`src/rtl/fetch_stage.sv`:
```
// Instruction-fetch stage: owns the PC, hides the 1-cycle ROM latency behind a small
// prefetch queue, and flushes on execute redirects. Optional HALT detection: FETCH_HALT_EN.
module fetch_stage #(
    parameter int PC_W   = 10,
    parameter int INST_W = 32,
    parameter int QDEPTH = 2
) (
    input  logic              clock,
    input  logic              reset,
    input  logic              stall,
    input  logic              redirect_en,
    input  logic [PC_W-1:0]   redirect_pc,
    output logic [PC_W-1:0]   rom_addr,
    input  logic [INST_W-1:0] rom_q,
    output logic              if_valid,
    output logic [INST_W-1:0] if_IR,
    output logic [PC_W-1:0]   if_PC,
    output logic              halted
);

    localparam int PW = (QDEPTH > 1) ? $clog2(QDEPTH) : 1;
    localparam int CW = $clog2(QDEPTH + 1) + 1;
    localparam logic [CW-1:0] QD   = CW'(QDEPTH);
    localparam logic [PW-1:0] PMAX = PW'(QDEPTH - 1);

    logic [PC_W-1:0]                pc;
    logic                           inflight;
    logic [PC_W-1:0]                inflight_pc;
    logic [QDEPTH-1:0][INST_W-1:0]  q_ir;
    logic [QDEPTH-1:0][PC_W-1:0]    q_pc;
    logic [PW-1:0]                  head, tail;
    logic [CW-1:0]                  count;
    logic                           pop, push, issue, halt_seen, halt_r;
    logic [CW-1:0]                  occ, lim;

    assign if_valid = (count != '0);
    assign if_IR    = if_valid ? q_ir[head] : '0;
    assign if_PC    = if_valid ? q_pc[head] : '0;
    assign rom_addr = pc;
    assign halted   = halt_r;

    // Credit check counts the pop on this edge so a released stall refills immediately.
    assign pop   = if_valid & ~stall & ~redirect_en;
    assign push  = inflight & ~redirect_en;
    assign occ   = count + CW'(inflight);
    assign lim   = QD + CW'(pop);
    assign issue = ~redirect_en & ~halt_r & (occ < lim);

`ifdef FETCH_HALT_EN
    assign halt_seen = push && (rom_q[INST_W-1 -: 6] == 6'b111111);

    always_ff @(posedge clock or posedge reset) begin
        if (reset)
            halt_r <= 1'b0;
        else if (redirect_en)
            halt_r <= 1'b0;
        else if (halt_seen)
            halt_r <= 1'b1;
    end
`else
    assign halt_seen = 1'b0;
    assign halt_r    = 1'b0;
`endif

    always_ff @(posedge clock or posedge reset) begin
        if (reset) begin
            pc          <= '0;
            inflight    <= 1'b0;
            inflight_pc <= '0;
            head        <= '0;
            tail        <= '0;
            count       <= '0;
        end else if (redirect_en) begin
            pc       <= redirect_pc;
            inflight <= 1'b0;
            head     <= '0;
            tail     <= '0;
            count    <= '0;
        end else begin
            if (issue) begin
                pc          <= pc + PC_W'(1);
                inflight_pc <= pc;
            end
            // A fetch launched alongside the HALT capture is dropped.
            inflight <= issue & ~halt_seen;
            if (push)
                tail <= (tail == PMAX) ? '0 : tail + PW'(1);
            if (pop)
                head <= (head == PMAX) ? '0 : head + PW'(1);
            count <= count + CW'(push) - CW'(pop);
        end
    end

    // Queue payload needs no reset: the outputs are masked by if_valid.
    always_ff @(posedge clock) begin
        if (push) begin
            q_ir[tail] <= rom_q;
            q_pc[tail] <= inflight_pc;
        end
    end

endmodule

```
`config.mk`:
```
export PLATFORM = sky130hd
export DESIGN_NAME = fetch_stage
export DESIGN_NICKNAME = d
export VERILOG_FILES = /design/src/rtl/fetch_stage.sv
export SDC_FILE = /design/constraint.sdc
export NUM_CORES = 1
export LEC_CHECK = 0
export ABC_AREA = 1
export CORE_ASPECT_RATIO = 0.75
export CORE_UTILIZATION = 55
export DETAILED_ROUTE_END_ITERATION = 7
export PLACE_DENSITY = 0.85
export SLEW_MARGIN = 20
export SYNTH_ARGS = -nofsm -noshare
export SYNTH_HDL_FRONTEND = slang
export SYNTH_SLANG_ARGS = --single-unit
```
`constraint.sdc`:
```
create_clock -name clock -period 5.5 [get_ports clock]
set_clock_uncertainty 0.05 [all_clocks]
set_input_delay 0.55 -clock clock [delete_from_list [all_inputs] [get_ports clock]]
set_output_delay 0.55 -clock clock [all_outputs]
set_load 0.03 [all_outputs]
```
After elaboration in Yosys (flattened, before gate mapping)
Index checks and enable logic that the tools add are counted.

storage, ports and cells
  bits in registers = 110
  output and inout bits = 54
  bits of input ports = 46
  word-level logic and storage cells = 55

operators by class
  add/sub/neg operators = 7
  magnitude comparators = 4
  reduce and logical (&&, ||, !) cells = 6
  bitwise gates (word level) = 6
  mux-type cells = 22

operators with widths
  operator                                                                       number
  32-bit 2-to-1 mux                                                              4
  64-bit bitwise mux                                                             1
  10-bit 2-to-1 mux                                                              6
  32-bit demux with 1-bit select                                                 1
  20-bit bitwise mux                                                             1
  10-bit by 1-bit adder with 10-bit output (second input constant)               1
  10-bit demux with 1-bit select                                                 1
  1-bit 2-to-1 mux                                                               7
  3-bit by 1-bit adder with 3-bit output                                         2
  2-bit nonzero test                                                             3
  1-bit AND                                                                      4
  1-bit by 2-bit less-than comparator with 1-bit output (second input constant)  2
  2-bit by 1-bit adder with 3-bit output (first input constant)                  1
  3-bit less-than comparator                                                     1
  3-bit 2-to-1 mux                                                               1
  3-bit nonzero test                                                             1
  3-bit by 1-bit subtractor with 3-bit output                                    1
  1-bit adder (second input constant)                                            2
  1-bit NOT                                                                      2
  2-bit AND reduction                                                            1
  1-bit >= comparator (second input constant)                                    1
  1-bit logical AND                                                              1

Longest topological paths before layout
  depth in word-level cells = 8
  depth in mapped cells = 11
  depth with buffers taken out = 11

Worst setup path after synthesis
No wires, ideal clock.

  path type = input-to-reg
  start = in redirect_en
  end = reg q_ir[0] (netlist bit), enable pin
  path slack = 2.209 ns
  buffers on the path = 2
  stages on the path = 5
  library setup time = 0.441 ns
  arrival = 2.799 ns
  required time = 5.009 ns
  path through = buf_2 > inv_2 > clkbuf_8 > nand2_1 > nor2_1

on the way
  longest elaborated chain between the ends = 2

RTL lines
  item                             RTL line  RTL
  from (decl)                      11        input logic redirect_en,
  1-bit NOT (no source line)       --
  1-bit AND                        44        assign push = inflight & ~redirect_en;
  to (signal, indexed assignment)  97        q_ir[tail] <= rom_q;
  to (decl)                        29        logic [QDEPTH-1:0][INST_W-1:0] q_ir;

No other way between the ends.
A chain may end at the register's enable or synchronous reset.

Worst setup path after layout
  start = in redirect_en
  end = reg count[2]

on the way
  longest elaborated chain between the ends = 5
  elaborated cells between the ends (all ways) = 6
  classes of those cells = add/sub (2); mux (1); bitwise (3)

RTL lines
  item                                         RTL line  RTL
  1-bit NOT (no source line)                   --
  1-bit AND                                    44
  3-bit by 1-bit adder with 3-bit output       90        count <= count + CW'(push) - CW'(pop);
  3-bit by 1-bit subtractor with 3-bit output  90
  3-bit 2-to-1 mux *                           73        end else if (redirect_en) begin
  to (signal assigned)                         90
  to (decl)                                    32        logic [CW-1:0] count;

Every way passes the cells marked *; elsewhere a longest branch is shown, timed or not.

==> results.md <==
Outcome:
- The flow ran to the end, and the final reports show no timing, DRC or antenna violations.

Clock network:
- For this design, the sink count on the clock tree is 110.
- The clock tree from TritonCTS is yes.
- The clock latency on the worst-skew pair is 340 ps.
- In this run the post-CTS setup repair buffer count came out at 0.
- The post-cts resize count is 0.
- The CTS buffer count is 9.
- The H-tree was split into 3 levels.
- The deepest clock path buffer count is 2.
- Clock tree synthesis selected as its root buffer the cell sky130_fd_sc_hd__clkbuf_16.
- Clock-pin slew was measured on the worst setup and hold paths at 70 ps.
- Buffers inserted to repair hold after CTS numbered 0.

STA:
- The fraction of the cycle the final worst path needs is 58.3%.
- The slew at the pin closest to its max-slew limit is 975 ps.
- The headroom to the max-slew limit is 34.5%.
- Adding up every negative setup slack in the final design gives 0 ps.
- The final max-slew violation count is 0.
- The total setup violations reported at the end of the flow is 0.
- The number of endpoints with negative hold slack in the final report came to 0.
- The maximum achievable frequency is 0.312 GHz.
- Setup repair after global routing left no endpoint under its margin.
- The final critical-path required period is 3200 ps.
- The tightest hold path in the finished design has a slack of 432 ps.

Power:
- Summed over all cells, the static leakage comes to 2.91 nW.
- Power spread over the standard cell area amounts to 588 nW/um^2.
- Across the VDD grid, the largest voltage drop is 0.356 mV.
- Overall power consumption after layout is estimated at 3.68 mW.

Synthesis:
- The synthesized netlist net count is 559.
- The register area share after synthesis is 65.2%.
- Counting flops and latches in the post-synthesis netlist gives 110.
- The gate count after technology mapping is 507.
- The number of warnings reported in the yosys synthesis log is 0.
- The synthesized netlist contains 27 unique library cells.
- A synthesized cell averages 9.60 um^2.
- The mapped netlist covers 4870 um^2.

Worst hold path:
- In this run the worst hold path is classified as flop to flop.

Global routing:
- The number of global-route vias before repair was 3,514.
- The first global-routing pass estimated 16,900 um of wire.
- Entering global routing, the biggest net connects 46 pins.
- The number of antenna violations at the first check in global routing is 0.
- Global routing consumed, over all layers together, 23.5% of the routing resources.
- For this run the aggregate overflow at the end of global routing stands at 0.

Placement:
- Routability-driven placement finished with a final weighted congestion of 0.850.
- The HPWL after detailed placement is 6520 um.
- In this run the tool buffered the top-level ports with 98 buffer cells.

Route:
- The detail route stage leaves a number of antenna-violating nets equal to 0.
- After detailed routing, the total wire length is 10,100 um.
- The post-detailed-route wirelength per cell is 14.3 um.
- In the routed design, unresolved DRC markers number 0.
- After detailed routing, the number of vias per cell comes to 5.04.
- Detailed routing inserted a total of 3,574 vias.
- For this block, the initial DRC count from the detailed router was 251.
- The number of search-and-repair iterations in the first detailed-routing pass is 5.

Setup path:
- The maximum fanout count along the critical path is 33.
- By startpoint and endpoint, the worst setup path is classified as input port to flop.
- The startpoint kind of the worst setup timing path is an input port.
- The data arrival time of the critical path is 3350 ps.
- The endpoint type of the worst setup path is a flop.
- Data on the critical path is required at its endpoint by 5640 ps.

Die:
- In this run the core area contains 29 standard-cell rows.
- The area enclosed by the die boundary is 9240 um^2.
- 100 I/O pins were placed.
- The floorplan step defined a core boundary enclosing 8530 um^2.
- The initial core utilization is 57.1%.
- The die is 111 um wide.
- The vertical die dimension is 83.5 um.

Cells and area:
- 0 antenna diodes ended up in the layout.
- The total number of nets in the final design is 648.
- Cells with a size suffix above 1 make up 4.49% of the layout.
- For this run, the share of the core covered by cells in the final layout is 73.4%.
- The area overhead of the layout relative to synthesis is 28.5%.

Job:
- The tool flagged a number of max-cap violations equal to 0.
power breakdown:
group          leakage (nW)  total (mW)  internal, mW  switching, mW
sequential             1.10        1.24          1.10          0.137
clock                 0.154       0.680         0.400          0.279
combinational          1.66        1.76         0.628           1.13
placed cells by master, fill, tap and decap left out, drive strengths merged:
cell | Yosys | final
nand2 | 250 | 250
clkdlybuf4s50 | 0 | 98
edfxtp | 84 | 84
inv | 58 | 59
dfrtp | 26 | 26
nand3 | 17 | 17
nand4 | 12 | 12
nor2 | 12 | 12
clkbuf | 11 | 9
o21ai | 7 | 7
ha | 5 | 5
clkinv | 1 | 4
buf | 13 | 4
a21oi | 3 | 3
xnor2 | 2 | 2
bufinv | 0 | 2
o21bai | 1 | 1
nand3b | 1 | 1
xor2 | 1 | 1
o22ai | 1 | 1
fa | 1 | 1
conb | 1 | 1
clkinvlp | 0 | 1
cell families after synthesis:
kind of cell | synth area share [%]
other | 0.0770
AO/OA/AOI/OAI | 1.31
adder cells (fa/ha/maj) | 1.70
XOR/XNOR | 0.540
AND/OR/NAND/NOR | 24.0
flip-flops | 65.2
buffers and inverters | 7.17
synth_stat cells:
library cell               count  area share [%]
sky130_fd_sc_hd__xor2_1        1            0.18
sky130_fd_sc_hd__buf_6         1            0.23
sky130_fd_sc_hd__o21ai_0       7            0.72
sky130_fd_sc_hd__dfrtp_1      26              13
sky130_fd_sc_hd__edfxtp_1     84              52
sky130_fd_sc_hd__o22ai_1       1            0.13
sky130_fd_sc_hd__o21bai_1      1            0.15
sky130_fd_sc_hd__nand4_1      12             1.5
sky130_fd_sc_hd__nand3b_1      1            0.15
sky130_fd_sc_hd__conb_1        1           0.077
sky130_fd_sc_hd__nand3_1      17             1.7
sky130_fd_sc_hd__a21oi_1       3            0.31
sky130_fd_sc_hd__nor2_2        1            0.13
sky130_fd_sc_hd__nand2_2       1            0.13
sky130_fd_sc_hd__fa_1          1            0.41
sky130_fd_sc_hd__clkinv_1      1           0.077
sky130_fd_sc_hd__inv_2         1           0.077
sky130_fd_sc_hd__nor2_1       11            0.85
sky130_fd_sc_hd__inv_1        57             4.4
sky130_fd_sc_hd__xnor2_1       2            0.36
sky130_fd_sc_hd__nand2_1     247              19
sky130_fd_sc_hd__clkbuf_8      1            0.28
sky130_fd_sc_hd__buf_4         2            0.31
sky130_fd_sc_hd__buf_2        10             1.0
sky130_fd_sc_hd__nand2_4       2            0.46
sky130_fd_sc_hd__clkbuf_1     10            0.77
sky130_fd_sc_hd__ha_1          5             1.3
worst paths after layout:
kind                                start        endpoint  slack, ps  cells after the start
max reg2reg                      inflight  inflight_pc[4]       2940                      6
min                        inflight_pc[3]        q_pc[13]        430                      0
max                           redirect_en        count[2]       2300                     10
max in group asynchronous           reset  inflight_pc[4]       4480                      2
min in group asynchronous           reset     rom_addr[9]        540                      2
min reg2reg                inflight_pc[3]        q_pc[13]        430                      0
per-layer routing:
metal | track usage (%) | routed length [um] | up-vias | share of wire [%]
met1 | 30.8 | 4320 | 1648 | 43
met5 | 0 | 0 | - | 0
met2 | 39.0 | 4940 | 142 | 49
li1 | - | - | 1771 | -
met4 | 5.70 | 125 | 0 | 1.2
met3 | 6.83 | 719 | 13 | 7.1
critical path: stages:
cell and delay [ps]:
sky130_fd_sc_hd__clkdlybuf4s50_1 750, sky130_fd_sc_hd__inv_2 590, sky130_fd_sc_hd__nand2_1 240, sky130_fd_sc_hd__ha_1 340, sky130_fd_sc_hd__inv_1 60, sky130_fd_sc_hd__ha_1 130
sky130_fd_sc_hd__inv_1 50, sky130_fd_sc_hd__fa_1 370, sky130_fd_sc_hd__xor2_1 200, sky130_fd_sc_hd__nor2_1 60
sequential cells by signal, summed over array words and instances (netlist names):
signal	flops
inflight_pc	10
head	1
q_pc	20
rom_addr	10
tail	1
inflight	1
q_ir	64
count	3
stage by stage:
stage	worst slack (ps)	instances	cell area (um^2)
final	2300	709	6260
after CTS	2350	709	6260
after floorplan	2210	507	4870
after global placement	2050	691	5890
after global routing	2160	709	6260
after detailed placement	2010	693	5940
area by class of cell:
class                      count  area (um^2)
clock inverter                 7         97.6
timing repair buffer         102         1040
multi-input combinational    314         1360
inverter                      59          221
sequential                   110         3170
fill                         562         2270
clock buffer                   9          225
tap                          108          135
(Power assumes the default switching activity.)
